**config.mk**
```make
export PLATFORM = sky130hd
export DESIGN_NAME = dff_pipe
export DESIGN_NICKNAME = d
export VERILOG_FILES = /design/src/rtl/dff_pkg.sv /design/src/rtl/dff_stage.sv /design/src/rtl/dff_pipe.sv
export SDC_FILE = /design/constraint.sdc
export NUM_CORES = 1
export LEC_CHECK = 0
export CAP_MARGIN = 10
export CORE_ASPECT_RATIO = 2
export CORE_UTILIZATION = 43
export DETAILED_ROUTE_END_ITERATION = 10
export PLACE_DENSITY = 0.73
export SKIP_CTS_REPAIR_TIMING = 1
export SLEW_MARGIN = 20
export SYNTH_ARGS = -nofsm -noshare
export SYNTH_HDL_FRONTEND = slang
export SYNTH_SLANG_ARGS = --single-unit
```
**constraint.sdc**
```tcl
create_clock -name CLK -period 1.24 [get_ports CLK]
set_input_delay 0.31 -clock CLK [delete_from_list [all_inputs] [get_ports CLK]]
set_output_delay 0.31 -clock CLK [all_outputs]
set_load 0.01 [all_outputs]
```
**src/rtl/dff_pkg.sv**
```systemverilog
// Shared types and constants for the dff_pipe register slice and its stage cell.
package dff_pkg;

    localparam int WIDTH_MIN = 1;
    localparam int WIDTH_MAX = 64;
    localparam int DEPTH_MIN = 1;
    localparam int DEPTH_MAX = 16;

    // Data field is sized for the widest legal slice; narrower stages zero-extend.
    typedef struct packed {
        logic [WIDTH_MAX-1:0] data;
        logic                 valid;
    } stage_t;

    function automatic int count_w(input int depth);
        return $clog2(depth + 1);
    endfunction

endpackage

```
**src/rtl/dff_stage.sv**
```systemverilog
// One dff_pipe stage: WIDTH data bits plus a valid bit, with stall hold.
// With DFF_PIPE_SCAN_EN defined the data bits also form a serial scan segment.
module dff_stage
    import dff_pkg::*;
#(
    parameter int WIDTH = 8
) (
    input  logic             CLK,
    input  logic             RST,
    input  logic             EN,
    input  logic             SE,
    input  logic [WIDTH-1:0] D,
    input  logic             VALID_IN,
    input  logic             SI,
    output logic [WIDTH-1:0] Q,
    output logic             VALID_OUT,
    output logic             SO
);

    stage_t r;

`ifdef DFF_PIPE_SCAN_EN
    logic [WIDTH-1:0] shifted;

    // SI enters bit 0; the old MSB leaves through SO toward the next stage.
    assign shifted = WIDTH'({r.data[WIDTH-1:0], SI});
`endif

    always_ff @(posedge CLK) begin
        if (RST) begin
            r <= '0;
`ifdef DFF_PIPE_SCAN_EN
        end else if (SE) begin
            r.data <= WIDTH_MAX'(shifted);
`endif
        end else if (EN) begin
            r.data  <= WIDTH_MAX'(D);
            r.valid <= VALID_IN;
        end
    end

    assign Q         = r.data[WIDTH-1:0];
    assign VALID_OUT = r.valid;

`ifdef DFF_PIPE_SCAN_EN
    assign SO = r.data[WIDTH-1];
`else
    logic unused_scan;
    assign unused_scan = SE ^ SI;
    assign SO          = 1'b0;
`endif

    // Bits above WIDTH are always zero and exist only because of the shared struct.
    logic unused_hi;
    assign unused_hi = |(r.data >> WIDTH);

endmodule

```
**src/rtl/dff_pipe.sv**
```systemverilog
// dff_pipe: WIDTH x DEPTH register slice with per-stage valid, stall and COUNT.
// Define DFF_PIPE_SCAN_EN to chain every data bit into one scan path SI -> SO.
module dff_pipe
    import dff_pkg::*;
#(
    parameter int WIDTH = 8,
    parameter int DEPTH = 3
) (
    input  logic                      CLK,
    input  logic                      RST,
    input  logic                      EN,
    input  logic [WIDTH-1:0]          D,
    input  logic                      VALID_IN,
    output logic [WIDTH-1:0]          Q,
    output logic                      VALID_OUT,
    output logic [count_w(DEPTH)-1:0] COUNT,
    input  logic                      SE,
    input  logic                      SI,
    output logic                      SO
);

    localparam int CW = count_w(DEPTH);

    logic [DEPTH:0][WIDTH-1:0] data_chain;
    logic [DEPTH:0]            vld_chain;
    logic [DEPTH:0]            scan_chain;
    logic                      advance;

    assign data_chain[0] = D;
    assign vld_chain[0]  = VALID_IN;
    assign scan_chain[0] = SI;

    for (genvar k = 0; k < DEPTH; k++) begin : g_stage
        dff_stage #(
            .WIDTH(WIDTH)
        ) u_stage (
            .CLK      (CLK),
            .RST      (RST),
            .EN       (EN),
            .SE       (SE),
            .D        (data_chain[k]),
            .VALID_IN (vld_chain[k]),
            .SI       (scan_chain[k]),
            .Q        (data_chain[k+1]),
            .VALID_OUT(vld_chain[k+1]),
            .SO       (scan_chain[k+1])
        );
    end

    assign Q         = data_chain[DEPTH];
    assign VALID_OUT = vld_chain[DEPTH];
    assign SO        = scan_chain[DEPTH];

`ifdef DFF_PIPE_SCAN_EN
    assign advance = EN && !SE;
`else
    assign advance = EN;
`endif

    // Occupancy tracks the valid word entering against the one leaving the last stage.
    always_ff @(posedge CLK) begin
        if (RST) begin
            COUNT <= '0;
        end else if (advance) begin
            if (VALID_IN && !VALID_OUT) begin
                COUNT <= COUNT + CW'(1);
            end else if (!VALID_IN && VALID_OUT) begin
                COUNT <= COUNT - CW'(1);
            end
        end
    end

endmodule

```
Yosys cells after proc, flatten, opt, wreduce, memory -nomap -nowiden
Cells that the tools add are included.
W data, S select, Z words.

word-level totals
  flip-flop bits (word level) = 29
  input port bits = 14
  output and inout bits = 12

cells by class
  $add $sub $neg = 2
  mux-type cells = 2
  reduce and logical (&&, ||, !) cells = 6

operators by type and width
  cell                   count
  $mux W2                2
  $add A2 B1 Y2 const B  1
  $logic_and A1 B1 Y1    2
  $logic_not A1 Y1       2
  $reduce_and A2 Y1      1
  $reduce_bool A2 Y1     1
  $sub A2 B1 Y2 const B  1

Logic depth before layout (Yosys ltp)
  depth after elaboration = 4
  mapped depth = 5
  depth with buffers taken out = 5

Cells and area by module
Synthesis repeated with hierarchy kept, for this count alone.

unflattened totals
  cell total of the unflattened synthesis = 105
  area, all modules = 1,099.8 um2

modules (own cells, without submodules)
  module     instances  cells an instance  area an instance (um2)  sequential area each (um2)
  dff_stage  3          31                 330.3                   180.2
  dff_pipe   1          12                 108.9                   40.0

Worst setup path after synthesis
OpenSTA, ideal clock, no wires.

  kind = register to register
  start = register g_stage[2].u_stage.r, in the netlist g_stage[2].u_stage.VALID_OUT
  end = register COUNT[1]
  arrival time = 1.145 ns
  data required time = 1.124 ns
  setup slack = -0.020 ns
  stages on the path, launching flop included = 6
  buffers on the path = 0
  clock period less this slack = 1.260 ns
  path through = dfxtp_1 -> inv_1 -> ha_1 -> and2b_4 -> a21oi_1 -> a31o_1

between the ends
  cells in the longest elaborated chain, start to end = 4
  elaborated cells between the ends (all ways) = 6

RTL lines
  item                                 RTL line         source
  from (decl)                          dff_stage.sv:20  stage_t r;
  $logic_not A1 Y1                     dff_pipe.sv:65   if (VALID_IN && !VALID_OUT) begin
  $logic_and A1 B1 Y1                  dff_pipe.sv:65
  $reduce_bool A2 Y1 (no source line)  n/a
  $reduce_and A2 Y1 (no source line)   n/a
  to (signal assigned)                 dff_pipe.sv:66   COUNT <= COUNT + CW'(1);
  to (signal assigned)                 dff_pipe.sv:68   COUNT <= COUNT - CW'(1);
  to (decl)                            dff_pipe.sv:16   output logic [count_w(DEPTH)-1:0] COUNT,

Several ways; a longest one is shown, not always the timed one.
A chain may end at the register's enable or synchronous reset.

Worst setup path after layout
Same ends and word-level chain as after synthesis.

==> results.md <==
- Total routed wirelength: 1740 um
- Critical Path RT: 1410 ps
- Largest family of logic cells by synthesized area: multiplexers
- Final min period: 1200 ps
- Synth cell types: 14
- Hold crit path type: in -> reg
- Clock skew: 0.733 ps
- Netlist Area Pre-Place: 0.00114 mm^2
- Area leader, netlist: dfxtp_1
- Via density: 4.65
- Total number of vias: 730
- Final Total Pwr: 1930 uW
- Clock sinks: 29
- Routability cong.: 0.660
- Worst Hold Slack: 388 ps
- Post-synthesis compound-gate area fraction: 0.0120
- Fmax: 836 MHz
- #FFs+latches synth: 29
- Top Ports: 26
- CTS buffer count: 5
- Yosys warnings: 0
- Port Buffers: 22
- Mux contribution to synthesized area: 0.236
- Seq/Total Area, Yosys: 0.508
- Congestion Overflow GR: 0
- Clock transition at path regs: 50 ps
- Die width: 38.5 um
- Maximum VDD drop: 0.910 mV
- Initial Util: 0.451
- Initial drt markers: 18
- Share of the synthesized area in the top cell type: 0.508
- Max Slew Vio Count: 0
- RSZ-0062 raised after global routing: yes
- Outcome: complete, no violations
- Die ar.: 0.00288 mm^2
- Post-synth EDFFs: 0
- Vias in the first global route: 678
- Multi-input gate area: 467 um^2
- # setup viols final: 0
- Startpoint Class: register
- Most instantiated cells after synthesis: dfxtp_1 (29), nor2_1 (29), mux2i_1 (27)
- Synth Flop Type: dfxtp_1
- Routed Antenna Nets: 0
- Drt drc: 0
- Die H: 74.9 um
- Gr usage total: 0.152
- Layout cells sized above 1: 0.147
- DPL Wire Length: 1280 um
- CTS tree: built
- Mean Syn Cell Area: 10.5 um^2
- Register Area: 582 um^2
- Setup ws final: 43.9 ps
- Largest net degree at the start of global routing: 20
- Routed wire per std cell: 11.1 um
- Area contributors post-synth: dfxtp_1 (51%), mux2i_1 (24%), nor2_1 (9.5%), buf_4 (5.9%), buf_6 (3.0%)
- H-tree depth: 2
- Worst-case clock buffer depth: 2
- Mapped Nets: 124
- WS Path Type: reg -> reg
- Number of fill cells: 212
- Power Dens Cells: 1310 mW/mm^2
- Nets@finish: 144
- Final period util: 0.965
- Initial antenna violation count: 0
- Adder-cell share of the synthesized area: 0.0109
- Clk Latency, worst-skew pair: 270 ps
- Row count: 26
- Ys async rst share: 0
- Root buf cell: clkbuf_8
- WP data arrival: 1360 ps
- Global-route wire length before repair: 2900 um
- Worst-path fanout max: 3
- Leakage: 0.000840 uW
- Area Overhead vs Synth: 29.1%
- Post-Synth Simple-Gate Area: 0.109
- Final hold violation count: 0
- Dpl ws: -400 ps
- Crit end category: register
- Max Cap Violations: 0
- Cells after Synth: 109
- Antenna fix cells: 0
- First-pass iteration count of the detailed router: 4
- Core ar.: 0.00254 mm^2
- Post-synthesis xor/xnor area fraction: 0.0153
[cell families (layout without fill, tap and decap cells)]
family,Yosys count,count (layout)
simple gates,31,31
flops,29,29
mux,27,27
buf+inv,16,36
compound gates,2,2
xor+xnor,2,2
fa+ha+maj,1,1
other cells,1,1
[where the power goes]
group,total [uW],leakage [uW],switching (uW),internal (uW)
clock,732,0.0000443,294,438
combinational,207,0.000558,87.5,119
sequential,990,0.000237,18.9,971
[final timing paths]
kind | end | from | slack (ps) | cells past startpoint
worst min-delay path | g_stage[0].u_stage.VALID_OUT | VALID_IN | 390 | 3
worst max-delay path | COUNT[1] | g_stage[2].u_stage.VALID_OUT | 40 | 5
worst max register to register | COUNT[1] | g_stage[2].u_stage.VALID_OUT | 40 | 5
worst min register to register | g_stage[2].u_stage.Q[2] | g_stage[2].u_stage.Q[2] | 490 | 2
[worst max-delay path, cell delays in order (launching register included)]
cell and delay [ps]:
dfxtp_2 340, inv_2 50, ha_4 240, and2b_4 190, buf_4 120, a31o_1 160
[layout make-up]
type	instances	share of cell area
clock buffer	7	0.0585
inverter	1	0.00254
sequential	29	0.394
timing repair buffer	28	0.205
tap	28	0.0237
multi-input combinational	64	0.316
[registers in the layout (all words and copies together) (netlist names)]
signal,flops
COUNT,2
g_stage.u_stage.Q,24
g_stage.u_stage.VALID_OUT,3
[stage by stage]
step | instances | setup TNS [ps] | instance area [um^2] | util
global placement | 149 | -906 | 1330 | 0.524
floorplan | 109 | 0 | 1140 | -
detailed placement | 149 | -1360 | 1330 | 0.524
CTS | 156 | -2580 | 1420 | 0.558
global route | 157 | -16.5 | 1480 | 0.582
finish | 157 | 0 | 1480 | 0.582
[layer usage]
metal / vias up / GRT usage / wire length [um]
li1: 380 / - / -
met4: 0 / 0.103 / 57
met3: 7 / 0.0796 / 94
met5: - / 0 / 0
met1: 327 / 0.152 / 640
met2: 16 / 0.235 / 948
[placed cells by master (no fill, tap or decap), types with 5 or more instances in the layout]
| cell | Yosys | routed |
|---|---|---|
| buf_4 | 9 | 5 |
| dlymetal6s2s_1 | 0 | 12 |
| dfxtp_1 | 29 | 28 |
| mux2i_1 | 27 | 27 |
| nor2_1 | 29 | 29 |
| clkbuf_8 | 0 | 6 |
| clkdlybuf4s50_1 | 0 | 9 |
(Power assumes the default switching activity.)
